`src/rtl/lcd_pkg.sv`:
```
// ---------------------------------------------------------------------------
// lcd_pkg
// Shared definitions for the character-LCD bus scheduler:
//   - HD44780-style command constants used by the power-up init sequence
//   - init-table length and index width, plus a lookup function for the table
//   - FSM state encoding
//   - small constant helpers for timing-parameter normalisation
// ---------------------------------------------------------------------------
package lcd_pkg;

    localparam logic [7:0] LCD_CMD_FUNC_SET = 8'h38;
    localparam logic [7:0] LCD_CMD_DISP_ON  = 8'h0C;
    localparam logic [7:0] LCD_CMD_ENTRY    = 8'h06;
    localparam logic [7:0] LCD_CMD_CLEAR    = 8'h01;
    localparam logic [7:0] LCD_CMD_HOME     = 8'h02;

    localparam int unsigned LCD_INIT_LEN = 4;
    localparam int unsigned LCD_IDX_W    = $clog2(LCD_INIT_LEN);

    typedef enum logic [2:0] {
        StPwrup,
        StSetup,
        StEpulse,
        StHold,
        StExec,
        StIdle
    } lcd_state_e;

    function automatic logic [7:0] lcd_init_cmd(input logic [LCD_IDX_W-1:0] idx);
        logic [7:0] cmd;
        case (idx)
            2'd0:    cmd = LCD_CMD_FUNC_SET;
            2'd1:    cmd = LCD_CMD_DISP_ON;
            2'd2:    cmd = LCD_CMD_ENTRY;
            default: cmd = LCD_CMD_CLEAR;
        endcase
        return cmd;
    endfunction

    // A timing value of 0 behaves as 1 cycle.
    function automatic int unsigned lcd_min1(input int unsigned v);
        return (v == 0) ? 1 : v;
    endfunction

    function automatic int unsigned lcd_max(input int unsigned a, input int unsigned b);
        return (a > b) ? a : b;
    endfunction

endpackage

```
`src/rtl/lcd_rr_arbiter.sv`:
```
// ---------------------------------------------------------------------------
// lcd_rr_arbiter
// Two-way grant logic for the LCD bus clients.
//   clk, rst    : clock, asynchronous active-low reset
//   i_en        : grants may be issued this cycle (scheduler idle)
//   i_req0/1    : client requests
//   o_gnt0/1    : one-hot grant, combinational
// Default build: round-robin, the pointer moves to the other client on
// every grant and starts favouring client 0.
// LCD_SCHED_FIXED_PRIO_EN defined: client 0 always wins, no pointer.
// ---------------------------------------------------------------------------
module lcd_rr_arbiter (
    input  logic clk,
    input  logic rst,
    input  logic i_en,
    input  logic i_req0,
    input  logic i_req1,
    output logic o_gnt0,
    output logic o_gnt1
);

`ifdef LCD_SCHED_FIXED_PRIO_EN
    logic w_unused;
    assign w_unused = clk ^ rst;

    assign o_gnt0 = i_en & i_req0;
    assign o_gnt1 = i_en & i_req1 & ~i_req0;
`else
    // r_ptr = 1 means client 1 wins the next tie
    logic r_ptr;

    assign o_gnt0 = i_en & i_req0 & (~i_req1 | ~r_ptr);
    assign o_gnt1 = i_en & i_req1 & (~i_req0 | r_ptr);

    always_ff @(posedge clk or negedge rst) begin
        if (!rst) begin
            r_ptr <= 1'b0;
        end else if (o_gnt0) begin
            r_ptr <= 1'b1;
        end else if (o_gnt1) begin
            r_ptr <= 1'b0;
        end
    end
`endif

endmodule

```
`src/rtl/lcd_bus_scheduler.sv`:
```
// ---------------------------------------------------------------------------
// lcd_bus_scheduler
// Owns the character-LCD write bus. Runs the power-up init sequence, then
// shares the bus between two clients with a req/ack handshake. Every write
// goes SETUP -> EPULSE -> HOLD -> EXEC with parameterised cycle counts.
//   clk, rst              : clock, asynchronous active-low reset
//   req0/rs0/data0, ack0  : client 0 request, register select, byte, accept
//   req1/rs1/data1, ack1  : client 1 request, register select, byte, accept
//   init_done             : init sequence complete (sticky until reset)
//   busy                  : FSM not idle
//   LCD_E/RS/RW/DATA      : LCD pins, all registered (RW tied low)
// Optional macro LCD_SCHED_FIXED_PRIO_EN selects fixed client-0 priority.
// ---------------------------------------------------------------------------
module lcd_bus_scheduler
    import lcd_pkg::*;
#(
    parameter int unsigned T_PWRUP = 70,
    parameter int unsigned T_SETUP = 1,
    parameter int unsigned T_EPW   = 2,
    parameter int unsigned T_HOLD  = 1,
    parameter int unsigned T_EXEC  = 40,
    parameter int unsigned T_CLR   = 1600
) (
    input  logic       clk,
    input  logic       rst,
    input  logic       req0,
    input  logic       rs0,
    input  logic [7:0] data0,
    output logic       ack0,
    input  logic       req1,
    input  logic       rs1,
    input  logic [7:0] data1,
    output logic       ack1,
    output logic       init_done,
    output logic       busy,
    output logic       LCD_E,
    output logic       LCD_RS,
    output logic       LCD_RW,
    output logic [7:0] LCD_DATA
);

    localparam int unsigned P_PWRUP = lcd_min1(T_PWRUP);
    localparam int unsigned P_SETUP = lcd_min1(T_SETUP);
    localparam int unsigned P_EPW   = lcd_min1(T_EPW);
    localparam int unsigned P_HOLD  = lcd_min1(T_HOLD);
    localparam int unsigned P_EXEC  = lcd_min1(T_EXEC);
    localparam int unsigned P_CLR   = lcd_min1(T_CLR);
    localparam int unsigned T_MAX   = lcd_max(lcd_max(lcd_max(P_PWRUP, P_SETUP),
                                                       lcd_max(P_EPW, P_HOLD)),
                                              lcd_max(P_EXEC, P_CLR));
    localparam int unsigned CNT_W   = $clog2(T_MAX + 1);

    // Terminal counts: each state lasts (value + 1) cycles
    localparam logic [CNT_W-1:0] L_PWRUP = CNT_W'(P_PWRUP - 1);
    localparam logic [CNT_W-1:0] L_SETUP = CNT_W'(P_SETUP - 1);
    localparam logic [CNT_W-1:0] L_EPW   = CNT_W'(P_EPW - 1);
    localparam logic [CNT_W-1:0] L_HOLD  = CNT_W'(P_HOLD - 1);
    localparam logic [CNT_W-1:0] L_EXEC  = CNT_W'(P_EXEC - 1);
    localparam logic [CNT_W-1:0] L_CLR   = CNT_W'(P_CLR - 1);
    localparam logic [LCD_IDX_W-1:0] IDX_LAST = LCD_IDX_W'(LCD_INIT_LEN - 1);

    lcd_state_e             r_state, w_state_d;
    logic [CNT_W-1:0]       r_cnt, w_cnt_d;
    logic [LCD_IDX_W-1:0]   r_idx, w_idx_d;
    logic                   r_rs, w_rs_d;
    logic [7:0]             r_data, w_data_d;
    logic                   r_init_done, w_init_done_d;
    logic                   r_ack0, w_ack0_d;
    logic                   r_ack1, w_ack1_d;
    logic                   r_e;
    logic                   r_busy;
    logic                   w_arb_en;
    logic                   w_gnt0;
    logic                   w_gnt1;
    logic                   w_long;

    assign w_arb_en = (r_state == StIdle) & r_init_done;

    lcd_rr_arbiter u_arb (
        .clk    (clk),
        .rst    (rst),
        .i_en   (w_arb_en),
        .i_req0 (req0),
        .i_req1 (req1),
        .o_gnt0 (w_gnt0),
        .o_gnt1 (w_gnt1)
    );

    // Clear Display and Return Home need the long execution wait
    assign w_long = ~r_rs & ((r_data[7:1] == LCD_CMD_CLEAR[7:1]) |
                             (r_data[7:1] == LCD_CMD_HOME[7:1]));

    always_comb begin
        w_state_d     = r_state;
        w_cnt_d       = r_cnt + CNT_W'(1);
        w_idx_d       = r_idx;
        w_rs_d        = r_rs;
        w_data_d      = r_data;
        w_init_done_d = r_init_done;
        w_ack0_d      = 1'b0;
        w_ack1_d      = 1'b0;
        unique case (r_state)
            StPwrup: begin
                if (r_cnt == L_PWRUP) begin
                    w_state_d = StSetup;
                    w_cnt_d   = '0;
                    w_idx_d   = '0;
                    w_rs_d    = 1'b0;
                    w_data_d  = lcd_init_cmd('0);
                end
            end
            StSetup: begin
                if (r_cnt == L_SETUP) begin
                    w_state_d = StEpulse;
                    w_cnt_d   = '0;
                end
            end
            StEpulse: begin
                if (r_cnt == L_EPW) begin
                    w_state_d = StHold;
                    w_cnt_d   = '0;
                end
            end
            StHold: begin
                if (r_cnt == L_HOLD) begin
                    w_state_d = StExec;
                    w_cnt_d   = '0;
                end
            end
            StExec: begin
                if (r_cnt == (w_long ? L_CLR : L_EXEC)) begin
                    w_cnt_d = '0;
                    if (!r_init_done && (r_idx != IDX_LAST)) begin
                        w_state_d = StSetup;
                        w_idx_d   = r_idx + LCD_IDX_W'(1);
                        w_rs_d    = 1'b0;
                        w_data_d  = lcd_init_cmd(r_idx + LCD_IDX_W'(1));
                    end else begin
                        w_state_d     = StIdle;
                        w_init_done_d = 1'b1;
                    end
                end
            end
            StIdle: begin
                w_cnt_d = '0;
                if (w_gnt0) begin
                    w_state_d = StSetup;
                    w_rs_d    = rs0;
                    w_data_d  = data0;
                    w_ack0_d  = 1'b1;
                end else if (w_gnt1) begin
                    w_state_d = StSetup;
                    w_rs_d    = rs1;
                    w_data_d  = data1;
                    w_ack1_d  = 1'b1;
                end
            end
            default: begin
                w_state_d = StPwrup;
                w_cnt_d   = '0;
            end
        endcase
    end

    always_ff @(posedge clk or negedge rst) begin
        if (!rst) begin
            r_state     <= StPwrup;
            r_cnt       <= '0;
            r_idx       <= '0;
            r_rs        <= 1'b0;
            r_data      <= 8'h00;
            r_init_done <= 1'b0;
            r_ack0      <= 1'b0;
            r_ack1      <= 1'b0;
            r_e         <= 1'b0;
            r_busy      <= 1'b1;
        end else begin
            r_state     <= w_state_d;
            r_cnt       <= w_cnt_d;
            r_idx       <= w_idx_d;
            r_rs        <= w_rs_d;
            r_data      <= w_data_d;
            r_init_done <= w_init_done_d;
            r_ack0      <= w_ack0_d;
            r_ack1      <= w_ack1_d;
            // Decode from next state so E and busy line up with the state register
            r_e         <= (w_state_d == StEpulse);
            r_busy      <= (w_state_d != StIdle);
        end
    end

    assign ack0      = r_ack0;
    assign ack1      = r_ack1;
    assign init_done = r_init_done;
    assign busy      = r_busy;
    assign LCD_E     = r_e;
    assign LCD_RS    = r_rs;
    assign LCD_RW    = 1'b0;
    assign LCD_DATA  = r_data;

endmodule
```
`config.mk`:
```
export PLATFORM = sky130hd
export DESIGN_NAME = lcd_bus_scheduler
export DESIGN_NICKNAME = d
export VERILOG_FILES = /design/src/rtl/lcd_pkg.sv /design/src/rtl/lcd_rr_arbiter.sv /design/src/rtl/lcd_bus_scheduler.sv
export SDC_FILE = /design/constraint.sdc
export NUM_CORES = 1
export LEC_CHECK = 0
export ABC_CLOCK_PERIOD_IN_PS = 3800
export CORE_MARGIN = 1
export CORE_UTILIZATION = 51
export CTS_CLUSTER_SIZE = 25
export DETAILED_ROUTE_END_ITERATION = 8
export PLACE_DENSITY = 0.89
export SETUP_SLACK_MARGIN = 0.05
export SLEW_MARGIN = 25
export SYNTH_ARGS = -nofsm -noshare
export SYNTH_HDL_FRONTEND = slang
export SYNTH_HIERARCHICAL = 1
export SYNTH_SLANG_ARGS = --single-unit
```
`constraint.sdc`:
```
create_clock -name clk -period 3.8 [get_ports clk]
set_clock_uncertainty 0.05 [all_clocks]
set_input_delay 0.57 -clock clk [delete_from_list [all_inputs] [get_ports clk]]
set_output_delay 0.57 -clock clk [all_outputs]
set_load 0.005 [all_outputs]
```
==> qor.yml, run 1 <==
syn_area_per_cell_sq_um: 9.901
holdPathStages: 1
rsz0062_at_grt: "no"
netSwitchingPower_w: 0.0001257
drive_gt1_share_pct: 13.64
start_util_pct: 54.04
powerDensity_nw_per_um2: 256.7
min_from: "LCD_DATA[0]"
io_pins: 37
use_met3_pct: 3.934
max-slew-margin-rel_pct: 57.97
fin_nets: 247
synth.area.top_cells: "dfrtp_1 (41%), mux2i_1 (5.5%), nor2_1 (5.1%)"
grt_pass1_vias: 1350
htreeDepth: 2
coreArea_sq_um: 3390
cts_buffers: 5
ff2ff_setup_slack_ns: 1.01
cts_buffer_depth: 2
placed_cells: 258
status: "finished clean"
ys.flop_type: "dfrtp_1"
r2r_start: "r_state[2]"
power_frac_comb_pct: 5.6
overflow: 0
r2r_cells: 9
grt_antenna_before_repair: 0
initialDrtViolationCount: 62
ys_async_sr_fraction_pct: 100.0
start_kind: "flip-flop"
maxSlewViolCount: 0
max_freq_ghz: 0.3580
synthCells: 185
synth-edff-count: 0
seq_power_share_pct: 56.3
vias_per_cell: 5.613
io_buffers: 35
grt_usage_pct: 22.91
use_met1_pct: 32.59
cp_max_fo: 12
fp.dieH_microns: 61.93
cts_tree: "yes"
cts.hold.buffers_added: 0
use_met2_pct: 33.33
setup_viol: 0
post_drt_wl_per_cell_microns: 14.77
grt_busiest_layer: "met2"
rr_endpoint: "LCD_DATA[4]"
cts.sinks: 31
drc: 0
min_to: "LCD_DATA[0]"
syn_area_sq_um: 1832
fill_cells: 261
n_antenna_cell: 0
cp-end-kind: "flip-flop"
pwr-share-clk_pct: 38.1
synthesis.nets: 213
place_congestion: 0.7869
fin_cells: 266
yosysSeqAreaShare_pct: 42.42
swShare_pct: 21.47
p_int_w: 0.0004595
synth_cell_types: 50
vias: 1493
holdCritPathClass: "reg -> reg"
clk_latency_ns: 0.35
drt-pass1-iter-count: 4
yosysWarnings: 6
arrival_ns: 2.98
dieWidth_microns: 61.93
grt_max_degree: 32
period_needed_ns: 2.793
cts-root-buf: "clkbuf_4"
period_share_pct: 73.50
synth_top_area_share_pct: 40.98
drv_cap: 0
dpl.hpwl_mm: 2.851
postCtsResizedCells: 0
antenna_left: 0
yosys-top-cells-count: "dfrtp_1 (30), nor2_1 (25), mux2i_1 (10)"
tightest_slew_ns: 0.6217
ys_ff_latch: 31
worst_ep_required_time_ns: 3.98
grt_pass1_wl_mm: 6.203
timing_worst_setup_path_type: "reg -> reg"
routed_wl_mm: 3.930
syn_to_final_growth_pct: 24.45
power.leakage_nw: 0.9794
synth_top_cell_by_area: "dfrtp_1"
fin_setup_tns_ns: 0
clkSlewWorstSetupHoldPaths_ns: 0.11
finalHoldViolCount: 0
vdd_drop_max_mv: 0.1886
fp.dieArea_sq_um: 3835
synth_most_common_cell: "dfrtp_1"
cts_setup_buffers: 0
rows: 21
==> how the worst max path moves through the flow <==
stage,to,depth (start not counted),slack (ns),start
2_1_floorplan,LCD_DATA[4],11,1.14,r_state[0]
3_3_place_gp,LCD_DATA[1],8,1.07,req0
3_5_place_dp,LCD_DATA[1],8,1.01,req0
4_1_cts,LCD_DATA[4],9,1.03,r_state[2]
5_1_grt,LCD_DATA[4],9,0.84,r_state[2]
6_report,LCD_DATA[4],9,1.01,r_state[2]
==> metal layers <==
| layer | routed length, microns | up-vias |
|---|---|---|
| met5 | 0 | - |
| met4 | 80 | 0 |
| met3 | 167 | 8 |
| met2 | 1884 | 37 |
| met1 | 1797 | 725 |
| li1 | - | 723 |
==> registers in the layout (all words and copies together), names as in the netlist <==
name and flops:
r_state 3, r_idx 2, busy 1, ack0 1, LCD_DATA 8, LCD_RS 1
init_done 1, LCD_E 1, u_arb/r_ptr 1, r_cnt 11, ack1 1
==> area by class of cell <==
class	instances	area, sq um	area share [%]
multi-input combinational	137	984.7	43.19
sequential	31	777.0	34.08
inverter	7	26.28	1.153
tap	46	57.56	2.525
timing repair buffer	37	365.4	16.03
clock buffer	8	68.82	3.019
==> stage by stage <==
step / utilization [%] / instance area [sq um] / hold WS (ns) / setup slack [ns] / power [W]
after floorplan: - / 1832 / 0.2244 / 1.135 / 0.0003400
after global placement: 65.23 / 2211 / 0.4398 / 1.074 / 0.0003685
after detailed placement: 65.23 / 2211 / 0.4445 / 1.012 / 0.0003693
after CTS: 67.26 / 2280 / 0.4661 / 1.035 / 0.0005892
after global routing: 67.26 / 2280 / 0.4826 / 0.8412 / 0.0006054
final: 67.26 / 2280 / 0.4654 / 1.007 / 0.0005852
==> layout by cell type, fill, tap and decap left out, types with 4 or more instances in the layout <==
master,instances
a21oi_1,4
and3_1,6
clkbuf_4,5
clkdlybuf4s50_1,35
dfrtp_1,30
ha_1,6
inv_1,7
mux2_2,8
mux2i_1,10
nand2_1,8
nand3_1,6
nor2_1,25
nor3_1,5
o21ai_0,6
xnor2_1,5
xor2_1,6
==> critical path: stages, from the launching register on <==
cell     delay [ns]
dfrtp_1        0.51
nor2b_1        0.24
and3_1         0.24
nand2_1        0.10
a21oi_1        0.05
buf_4          0.19
o32ai_1        0.52
o21ba_2        0.25
o21ai_4        0.14
mux2_2         0.38
==> power groups by stage <==
stage | clock network (W) | logic [W] | registers (W)
final | 0.000223 | 0.0000328 | 0.000330
after global routing | 0.000240 | 0.0000360 | 0.000330
after CTS | 0.000226 | 0.0000334 | 0.000330
after detailed placement | 0 | 0.0000332 | 0.000336
after global placement | 0 | 0.0000324 | 0.000336
after floorplan | 0 | 0.00000379 | 0.000336
==> cells by family (layout without fill, tap and decap cells) <==
family                     Yosys count  after routing  share of synthesized area (%)
buffers and inverters               17             52                          3.825
muxes                               18             18                          10.38
and+or+nand+nor                     73             73                          21.59
AOI/OAI and AO/OA                   28             28                          12.23
adders and majority gates            6              6                          4.098
DFF                                 31             31                          42.42
xor gates and xnor gates            11             11                          5.259
other                                1              1                         0.2047
Power figures use the tool's default switching activity.
==> inputs of run 2 (changes only) <==
Settings changed: ABC_CLOCK_PERIOD_IN_PS 3800 to 2700.
Clock period 3.8 ns to 2.7 ns, I/O delays scaled along.
==> qor.yml, run 2 (synthesized netlist as in run 1, its figures left out) <==
largest_reg_flops: 11  # unchanged
worst_ep_required_time_ns: 2.88  # was 3.98 ns
netSwitchingPower_w: 0.0001762  # was 0.0001257 W
maxSlewViolCount: 0  # unchanged
cts.hold.buffers_added: 0  # unchanged
arrival_ns: 2.59  # was 2.98 ns
htreeDepth: 2  # unchanged
critPathLaunch: "r_state[1]"  # was r_state[2]
vias_per_cell: 5.656  # was 5.613
dpl.hpwl_mm: 3.001  # was 2.851 mm
setup_viol: 0  # unchanged
fp.dieArea_sq_um: 3835  # unchanged
finalHoldViolCount: 0  # unchanged
io_buffers: 35  # unchanged
grt_max_degree: 32  # unchanged
powerDensity_nw_per_um2: 381.8  # was 256.7 nW/um^2
cp-end-kind: "flip-flop"  # unchanged
r2r_start: "r_state[1]"  # was r_state[2]
cts_tree: "yes"  # unchanged
fin_setup_tns_ns: 0  # unchanged
holdCritPathClass: "in -> async"  # was reg -> reg
grt_busiest_layer: "met2"  # unchanged
drt-pass1-iter-count: 4  # unchanged
use_met2_pct: 37.94  # was 33.33%
postCtsResizedCells: 0  # unchanged
fin_nets: 251  # was 247
cts_buffers: 5  # unchanged
clk_latency_ns: 0.34  # was 0.35 ns
max-slew-margin-rel_pct: 65.84  # was 57.97%
cts_buffer_depth: 2  # unchanged
vias: 1527  # was 1,493
dieWidth_microns: 61.93  # unchanged
dpl_cell_area_sq_um: 2241  # was 2211 sq um
routed_wl_mm: 4.042  # was 3.930 mm
final_cell_area_sq_um: 2327  # was 2280 sq um
fill_cells: 257  # was 261
cp_max_fo: 11  # was 12
cts-root-buf: "clkbuf_4"  # unchanged
coreArea_sq_um: 3390  # unchanged
rsz0062_at_grt: "no"  # unchanged
antenna_left: 0  # unchanged
pwr-share-clk_pct: 42.6  # was 38.1%
start_kind: "flip-flop"  # unchanged
initialDrtViolationCount: 68  # was 62
drv_cap: 0  # unchanged
max_freq_ghz: 0.4139  # was 0.3580 GHz
cts.sinks: 31  # unchanged
grt_usage_pct: 23.21  # was 22.91%
top_register: "r_cnt"  # unchanged
fp.dieH_microns: 61.93  # unchanged
status: "finished clean"  # unchanged
use_met3_pct: 3.727  # was 3.934%
drive_gt1_share_pct: 15.63  # was 13.64%
post-route-util_pct: 68.66  # was 67.26%
syn_to_final_growth_pct: 27.05  # was 24.45%
rows: 21  # unchanged
layout_commonest_cell: "clkdlybuf4s50_1"  # unchanged
place_congestion: 0.8365  # was 0.7869
period_share_pct: 89.49  # was 73.50%
cts_setup_buffers: 0  # unchanged
grt_antenna_before_repair: 0  # unchanged
swShare_pct: 19.83  # was 21.47%
timing_worst_setup_path_type: "reg -> reg"  # unchanged
overflow: 0  # unchanged
io_pins: 37  # unchanged
vdd_drop_max_mv: 0.2494  # was 0.1886 mV
use_met1_pct: 30.13  # was 32.59%
mostFrequentLayoutCells: "clkdlybuf4s50_1 (35), dfrtp_1 (30), nor2_1 (25)"  # unchanged
clkSlewWorstSetupHoldPaths_ns: 0.10  # was 0.11 ns
power.leakage_nw: 1.008  # was 0.9794 nW
grt_pass1_vias: 1390  # was 1,350
tightest_slew_ns: 0.5053  # was 0.6217 ns
drc: 0  # unchanged
power_frac_comb_pct: 5.2  # was 5.6%
period_needed_ns: 2.416  # was 2.793 ns
grt_pass1_wl_mm: 6.285  # was 6.203 mm
n_antenna_cell: 0  # unchanged
p_int_w: 0.0007124  # was 0.0004595 W
start_util_pct: 54.04  # unchanged
seq_power_share_pct: 52.2  # was 56.3%
post_drt_wl_per_cell_microns: 14.97  # was 14.77 microns
run 2: power groups by stage:
stage	registers, W	clock network [W]	logic, W
floorplan	0.000473	0	0.00000533
global placement	0.000473	0	0.0000457
detailed placement	0.000473	0	0.0000463
CTS	0.000464	0.000385	0.0000467
global route	0.000464	0.000408	0.0000506
finish	0.000464	0.000379	0.0000458
run 2: worst max-delay path: stages (launching register included):
cell and delay [ns]:
dfrtp_1 0.50, nor2b_1 0.18, and3_1 0.22, nand2_1 0.10
a21oi_1 0.17, buf_4 0.25, mux2i_1 0.23, nand2_1 0.06
o21ai_0 0.14, nand2_1 0.13, mux2_2 0.27
run 2: metrics by stage:
step | hold slack, ns | worst slack, ns | std cells | power [W]
floorplan | 0.05941 | 0.2234 | 185 | 0.0004786
global placement | 0.4416 | 0.4742 | 262 | 0.0005187
detailed placement | 0.4458 | 0.4227 | 262 | 0.0005193
CTS | 0.4100 | 0.3348 | 270 | 0.0008957
global route | 0.4472 | 0.1616 | 270 | 0.0009224
finish | 0.3894 | 0.2839 | 270 | 0.0008886
run 2: path summary, 6_finish.rpt:
check / slack, ns / to / cells past startpoint
worst max-delay path: 0.28 / LCD_DATA[5] / 10
worst min-delay path: 0.39 / ack0 / 2
min in group clk: 0.47 / LCD_DATA[0] / 1
worst max register to register: 0.28 / LCD_DATA[5] / 10
worst min register to register: 0.47 / LCD_DATA[0] / 1
max in group asynchronous: 1.88 / busy / 2
run 2: area by class of cell:
type | count | area [sq um] | area share (%)
multi-input cells | 137 | 984.7 | 42.31
flip-flops and latches | 31 | 777.0 | 33.39
repair buffers | 41 | 395.4 | 16.99
well taps | 46 | 57.56 | 2.473
clock buffers | 6 | 51.30 | 2.204
clock inverters | 2 | 35.03 | 1.505
inverters | 7 | 26.28 | 1.129
run 2: per-layer routing:
metal	routed length [microns]	vias to the layer above	share of wire [%]
li1	-	733	-
met1	1799	726	45
met2	1963	54	49
met3	163	14	4.0
met4	116	0	2.9
met5	0	-	0
==> edit 1 (flow settings as in run 2) <==
Take the reset off `r_data` and load it in a clocked block of its own.
--- a/src/rtl/lcd_bus_scheduler.sv
+++ b/src/rtl/lcd_bus_scheduler.sv
@@ -168,7 +168,6 @@
             r_cnt       <= '0;
             r_idx       <= '0;
             r_rs        <= 1'b0;
-            r_data      <= 8'h00;
             r_init_done <= 1'b0;
             r_ack0      <= 1'b0;
             r_ack1      <= 1'b0;
@@ -179,7 +178,6 @@
             r_cnt       <= w_cnt_d;
             r_idx       <= w_idx_d;
             r_rs        <= w_rs_d;
-            r_data      <= w_data_d;
             r_init_done <= w_init_done_d;
             r_ack0      <= w_ack0_d;
             r_ack1      <= w_ack1_d;
@@ -189,6 +187,10 @@
         end
     end
 
+    always_ff @(posedge clk) begin
+        r_data <= w_data_d;
+    end
+
     assign ack0      = r_ack0;
     assign ack1      = r_ack1;
     assign init_done = r_init_done;
Behaviour: same outputs for any inputs over 10 cycles, from zero or initial values and one cycle with rst low; that may be too few to reach the edited logic, so the function may still have changed.
==> edit 1 against run 2 <==
- setup slack worse by 0.15 ns
- area after synthesis is 5.9% lower
- design area is 4.6% lower
- count of clock-buffer cells in the layout stayed put
- fmax is 5.7% lower
- total power is 2.0% higher
- sequential cell count stayed put
- wire length is 2.4% higher
- highest routed layer unchanged
==> edit 1: results (changes against run 2) <==
===============================================================================================
Drt initial violations ...........................................................           77   +13%
Crit Reg-Reg Startpoint .......................................................... LCD_DATA[6]$_DFFE_PP_
All-layer global routing usage ...................................................       25.86%   +2.6 points
Final HPWL from detailed placement ...............................................      3175 µm   +5.8%
Share of cells above drive strength 1 ............................................       10.33%   -5.3 points
Detailed-routed wire length on met2 ..............................................      2205 µm   +12%
Number of flops mapped to enable cells by yosys ..................................            8   +8
Vias per Instance ................................................................        5.638   -0.31%
Seq/Total Area, Yosys ............................................................       47.39%   +5.0 points
Critical path peak fanout ........................................................            8   -3
Family with the most delay on the worst path ..................................... simple AND/OR/NAND/NOR gates
Root Buffer ......................................................................     clkbuf_4
Antenna Diode Count ..............................................................            0   unchanged
Clock input transition at the sequential cells of the worst setup and hold paths .      0.10 ns   about the same
Crit-path slowest cell ...........................................................        or4_1
Metal1 wirelength ................................................................      1640 µm   -8.8%
Area added between synthesis and finish ..........................................       28.74%
Deepest clock path buffer count ..................................................            2   unchanged
Wire length reported by the detailed router ......................................      4139 µm   +2.4%
Total met3 wirelength after detailed routing .....................................       200 µm   +23%
Top_reg_cell synth ...............................................................      dfrtp_1
Static leakage ...................................................................    0.9199 nW   -8.8%
Worst slack at placement .........................................................    0.1662 ns   -0.2565 ns
Highest routed layer .............................................................         met4
Initial DRT Pass Iterations ......................................................            4   unchanged
Synth Net Count ..................................................................          201   -5.6%
Number of setup buffers added after CTS ..........................................            0   unchanged
Top area cells in the synthesized netlist ........................................ dfrtp_1, edfxtp_1, mux2i_1
Post-synthesis async set-or-reset flop share .....................................       74.19%   -26 points
Worst IR Drop VDD ................................................................    0.3532 mV   +42%
Post-synthesis cell type count ...................................................           45   -10%
Reg with most FFs ................................................................        r_cnt
Fill cell count ..................................................................          223   -13%
Switching power total ............................................................     179.3 µW   +1.7%
Global-route wire length before repair ...........................................      6624 µm   +5.4%
Via count of the first global-routing pass .......................................         1430   +2.9%
Hold slack .......................................................................    0.3398 ns   -0.04967 ns
Number of port buffers ...........................................................           35   unchanged
Number of nets at the end of the flow ............................................          240   -4.4%
Worst hold path class ............................................................ input pin to async pin
Number of flip-flops in the largest register .....................................           11   unchanged
Terminus of the critical flop-to-flop path ....................................... LCD_DATA[0]$_DFFE_PP_
Worst r2r path cells .............................................................            5   -5
Slowest cell delay on critical path ..............................................      0.58 ns   +0.08 ns
Routability cong. ................................................................       0.8487   +1.5%
Run status ....................................................................... finished, final reports clean
Commonest cells in the netlist ................................................... dfrtp_1, nor2_1, nand2_1, mux2i_1
Reg2reg setup slack ..............................................................      0.14 ns   -0.15 ns
Pin count of the biggest net entering global routing .............................           24   -25%
Grt ovf ..........................................................................            0   unchanged
===============================================================================================
edit 1: worst max-delay path by stage:
stage	start	endpoint	slack [ns]	depth (start not counted)
floorplan	r_state[2]$_DFF_PN0_	LCD_DATA[5]$_DFFE_PP_	0.12	11
global placement	LCD_DATA[6]$_DFFE_PP_	LCD_DATA[0]$_DFFE_PP_	0.28	5
detailed placement	LCD_DATA[6]$_DFFE_PP_	LCD_DATA[1]$_DFFE_PP_	0.17	5
CTS	LCD_DATA[6]$_DFFE_PP_	LCD_DATA[0]$_DFFE_PP_	0.16	5
global route	LCD_DATA[6]$_DFFE_PP_	LCD_DATA[7]$_DFFE_PP_	0.09	5
finish	LCD_DATA[6]$_DFFE_PP_	LCD_DATA[0]$_DFFE_PP_	0.14	5
edit 1: cell type report:
type | instances | area share (%)
clock buffer | 6 | 2.311
clock inverter | 2 | 1.578
inverter | 6 | 1.015
multi-input combinational | 128 | 38.33
sequential | 31 | 36.81
tap | 44 | 2.480
timing repair buffer | 40 | 17.47
edit 1: power groups by stage:
| stage | combinational, mW | sequential, mW | clock, mW |
|---|---|---|---|
| 2_1_floorplan | 0.00537 | 0.488 | 0 |
| 3_3_place_gp | 0.0421 | 0.488 | 0 |
| 3_5_place_dp | 0.0441 | 0.488 | 0 |
| 4_1_cts | 0.0447 | 0.479 | 0.391 |
| 5_1_grt | 0.0476 | 0.479 | 0.408 |
| 6_report | 0.0440 | 0.479 | 0.384 |
edit 1: metrics by stage:
step / cell area [µm²] / instances / power, mW / util, %
final: 2220 / 257 / 0.9062 / 70.96
after global placement: 2133 / 249 / 0.5303 / 68.20
after floorplan: 1724 / 173 / 0.4936 / -
after detailed placement: 2133 / 249 / 0.5323 / 68.20
after global routing: 2220 / 257 / 0.9347 / 70.96
after CTS: 2220 / 257 / 0.9141 / 70.96
edit 1: cell families (layout without fill, tap and decap cells):
| group | count (synthesis) | after routing | share of synthesized area (%) |
|---|---|---|---|
| multiplexers | 10 | 10 | 6.096 |
| AND/OR/NAND/NOR | 71 | 71 | 20.61 |
| adder cells (fa/ha/maj) | 6 | 6 | 4.354 |
| XOR/XNOR | 11 | 11 | 5.588 |
| AO/OA/AOI/OAI | 29 | 29 | 12.48 |
| flip-flops | 31 | 31 | 47.39 |
| other | 1 | 1 | 0.2175 |
| buffers and inverters | 14 | 54 | 3.265 |
edit 1: routing by layer:
layer  vias up  global-route usage [%]
li1        686                       -
met1       694                   30.89
met2        60                   44.11
met3         9                   4.113
met4         0                   13.95
met5         -                       0
edit 1: worst register-to-register path, cell delays in order, from the launching register on:
cell	delay, ns
edfxtp_1	0.40
or4_1	0.58
or4_4	0.58
a21oi_4	0.28
o2bb2ai_2	0.10
inv_1	0.26
==> edit 2 (config.mk and constraints of run 2) <==
Without the edit above. The option `LCD_SCHED_FIXED_PRIO_EN` is turned on by a define.
--- a/src/rtl/lcd_rr_arbiter.sv
+++ b/src/rtl/lcd_rr_arbiter.sv
@@ -9,6 +9,8 @@
 // every grant and starts favouring client 0.
 // LCD_SCHED_FIXED_PRIO_EN defined: client 0 always wins, no pointer.
 // ---------------------------------------------------------------------------
+`define LCD_SCHED_FIXED_PRIO_EN
+
 module lcd_rr_arbiter (
     input  logic clk,
     input  logic rst,
Formal check against the unedited RTL: same outputs for any inputs over 10 cycles, from zero or initial values and one cycle with rst low; that may be too few to reach the edited logic, so the function may still have changed.
==> edit 2 against run 2 <==
- the run now ends with DRC left
- area after synthesis decreased by 2.5%
- wire length decreased by 4.3%
- design area decreased by 4.0%
- clock power decreased by 38%
- setup slack improved by 0.066 ns
- total power decreased by 18%
- sequential cell count decreased by 1
- non-clock buffer count decreased by 1
==> edit 2: results (changes against run 2) <==
=================================================================================================================
Post-synthesis cell type count .....................................................................           52   +4.0%
Arithmetic-cell share of the synthesized area counting full adders, half adders and majority gates .       4.202%   +0.10 points
Routability cong. ..................................................................................       0.8298   -0.80%
Number of nets at the end of the flow ..............................................................          244   -2.8%
Non-clk invs .......................................................................................            6   -1
Synth Net Count ....................................................................................          207   -2.8%
Worst IR Drop VDD ..................................................................................    0.2298 mV   -7.9%
Crit path arrival time .............................................................................      2.50 ns   -0.09 ns
Area fraction in compound gates after synthesis ....................................................       11.48%   -0.74 points
Final HPWL from detailed placement .................................................................      2921 µm   -2.7%
Drt initial violations .............................................................................           84   +24%
Violations in the final reports ....................................................................          DRC
Fraction of area in clock buffers and inverters ....................................................       2.017%   -1.7 points
DRC violations left ................................................................................            1   +1
Pin count of the biggest net entering global routing ...............................................           31   -3.1%
Share of cells above drive strength 1 ..............................................................       14.35%   -1.3 points
Post-synthesis xor/xnor area fraction ..............................................................       5.392%   +0.13 points
Global-route wire length before repair .............................................................      5899 µm   -6.1%
Global Route met1 Usage ............................................................................       30.50%   +0.37 points
Max_slew headroom ..................................................................................       61.93%   -3.9 points
Initial DRT Pass Iterations ........................................................................            6   +2
Seq/Total Area, Yosys ..............................................................................       42.09%   -0.33 points
Fraction of met2 tracks used by global routing .....................................................       34.94%   -3.0 points
Total number of vias ...............................................................................         1471   -3.7%
Run status ......................................................................................... finished with violations
Multi-In Gates .....................................................................................          133   -2.9%
=================================================================================================================
==> edit 2: final timing paths <==
kind,start,endpoint,cells past startpoint
max,r_state[1]$_DFF_PN0_,LCD_DATA[3]$_DFFE_PN0P_,8
min,rst,ack0$_DFF_PN0_,2
max reg2reg,r_state[1]$_DFF_PN0_,LCD_DATA[3]$_DFFE_PN0P_,8
min reg2reg,LCD_DATA[0]$_DFFE_PN0P_,LCD_DATA[0]$_DFFE_PN0P_,1
max in group asynchronous,rst,busy$_DFF_PN1_,2
min in group clk,LCD_DATA[0]$_DFFE_PN0P_,LCD_DATA[0]$_DFFE_PN0P_,1
==> edit 2: per-stage QoR <==
| stage | hold WS (ns) | std cells | cell area [µm²] | util [%] |
|---|---|---|---|---|
| final | 0.4069 | 262 | 2233 | 66.93 |
| after global routing | 0.4452 | 262 | 2233 | 66.93 |
| after CTS | 0.4103 | 262 | 2233 | 66.93 |
| after detailed placement | 0.4455 | 255 | 2188 | 65.58 |
| after global placement | 0.4423 | 255 | 2188 | 65.58 |
| after floorplan | 0.05941 | 179 | 1787 | - |
==> edit 2: cells by family (layout without fill, tap and decap cells) <==
| kind of cell | count (synthesis) | in the layout |
|---|---|---|
| AND/OR/NAND/NOR | 72 | 72 |
| flip-flops | 30 | 30 |
| AO/OA/AOI/OAI | 25 | 25 |
| multiplexers | 18 | 18 |
| buffers and inverters | 16 | 53 |
| XOR/XNOR | 11 | 11 |
| adder cells (fa/ha/maj) | 6 | 6 |
| other | 1 | 1 |
==> edit 2: per-layer routing <==
metal / wire (µm) / share of wire (%)
met2: 1851 / 48
met5: 0 / 0
met4: 81 / 2.1
met3: 129 / 3.3
met1: 1808 / 47
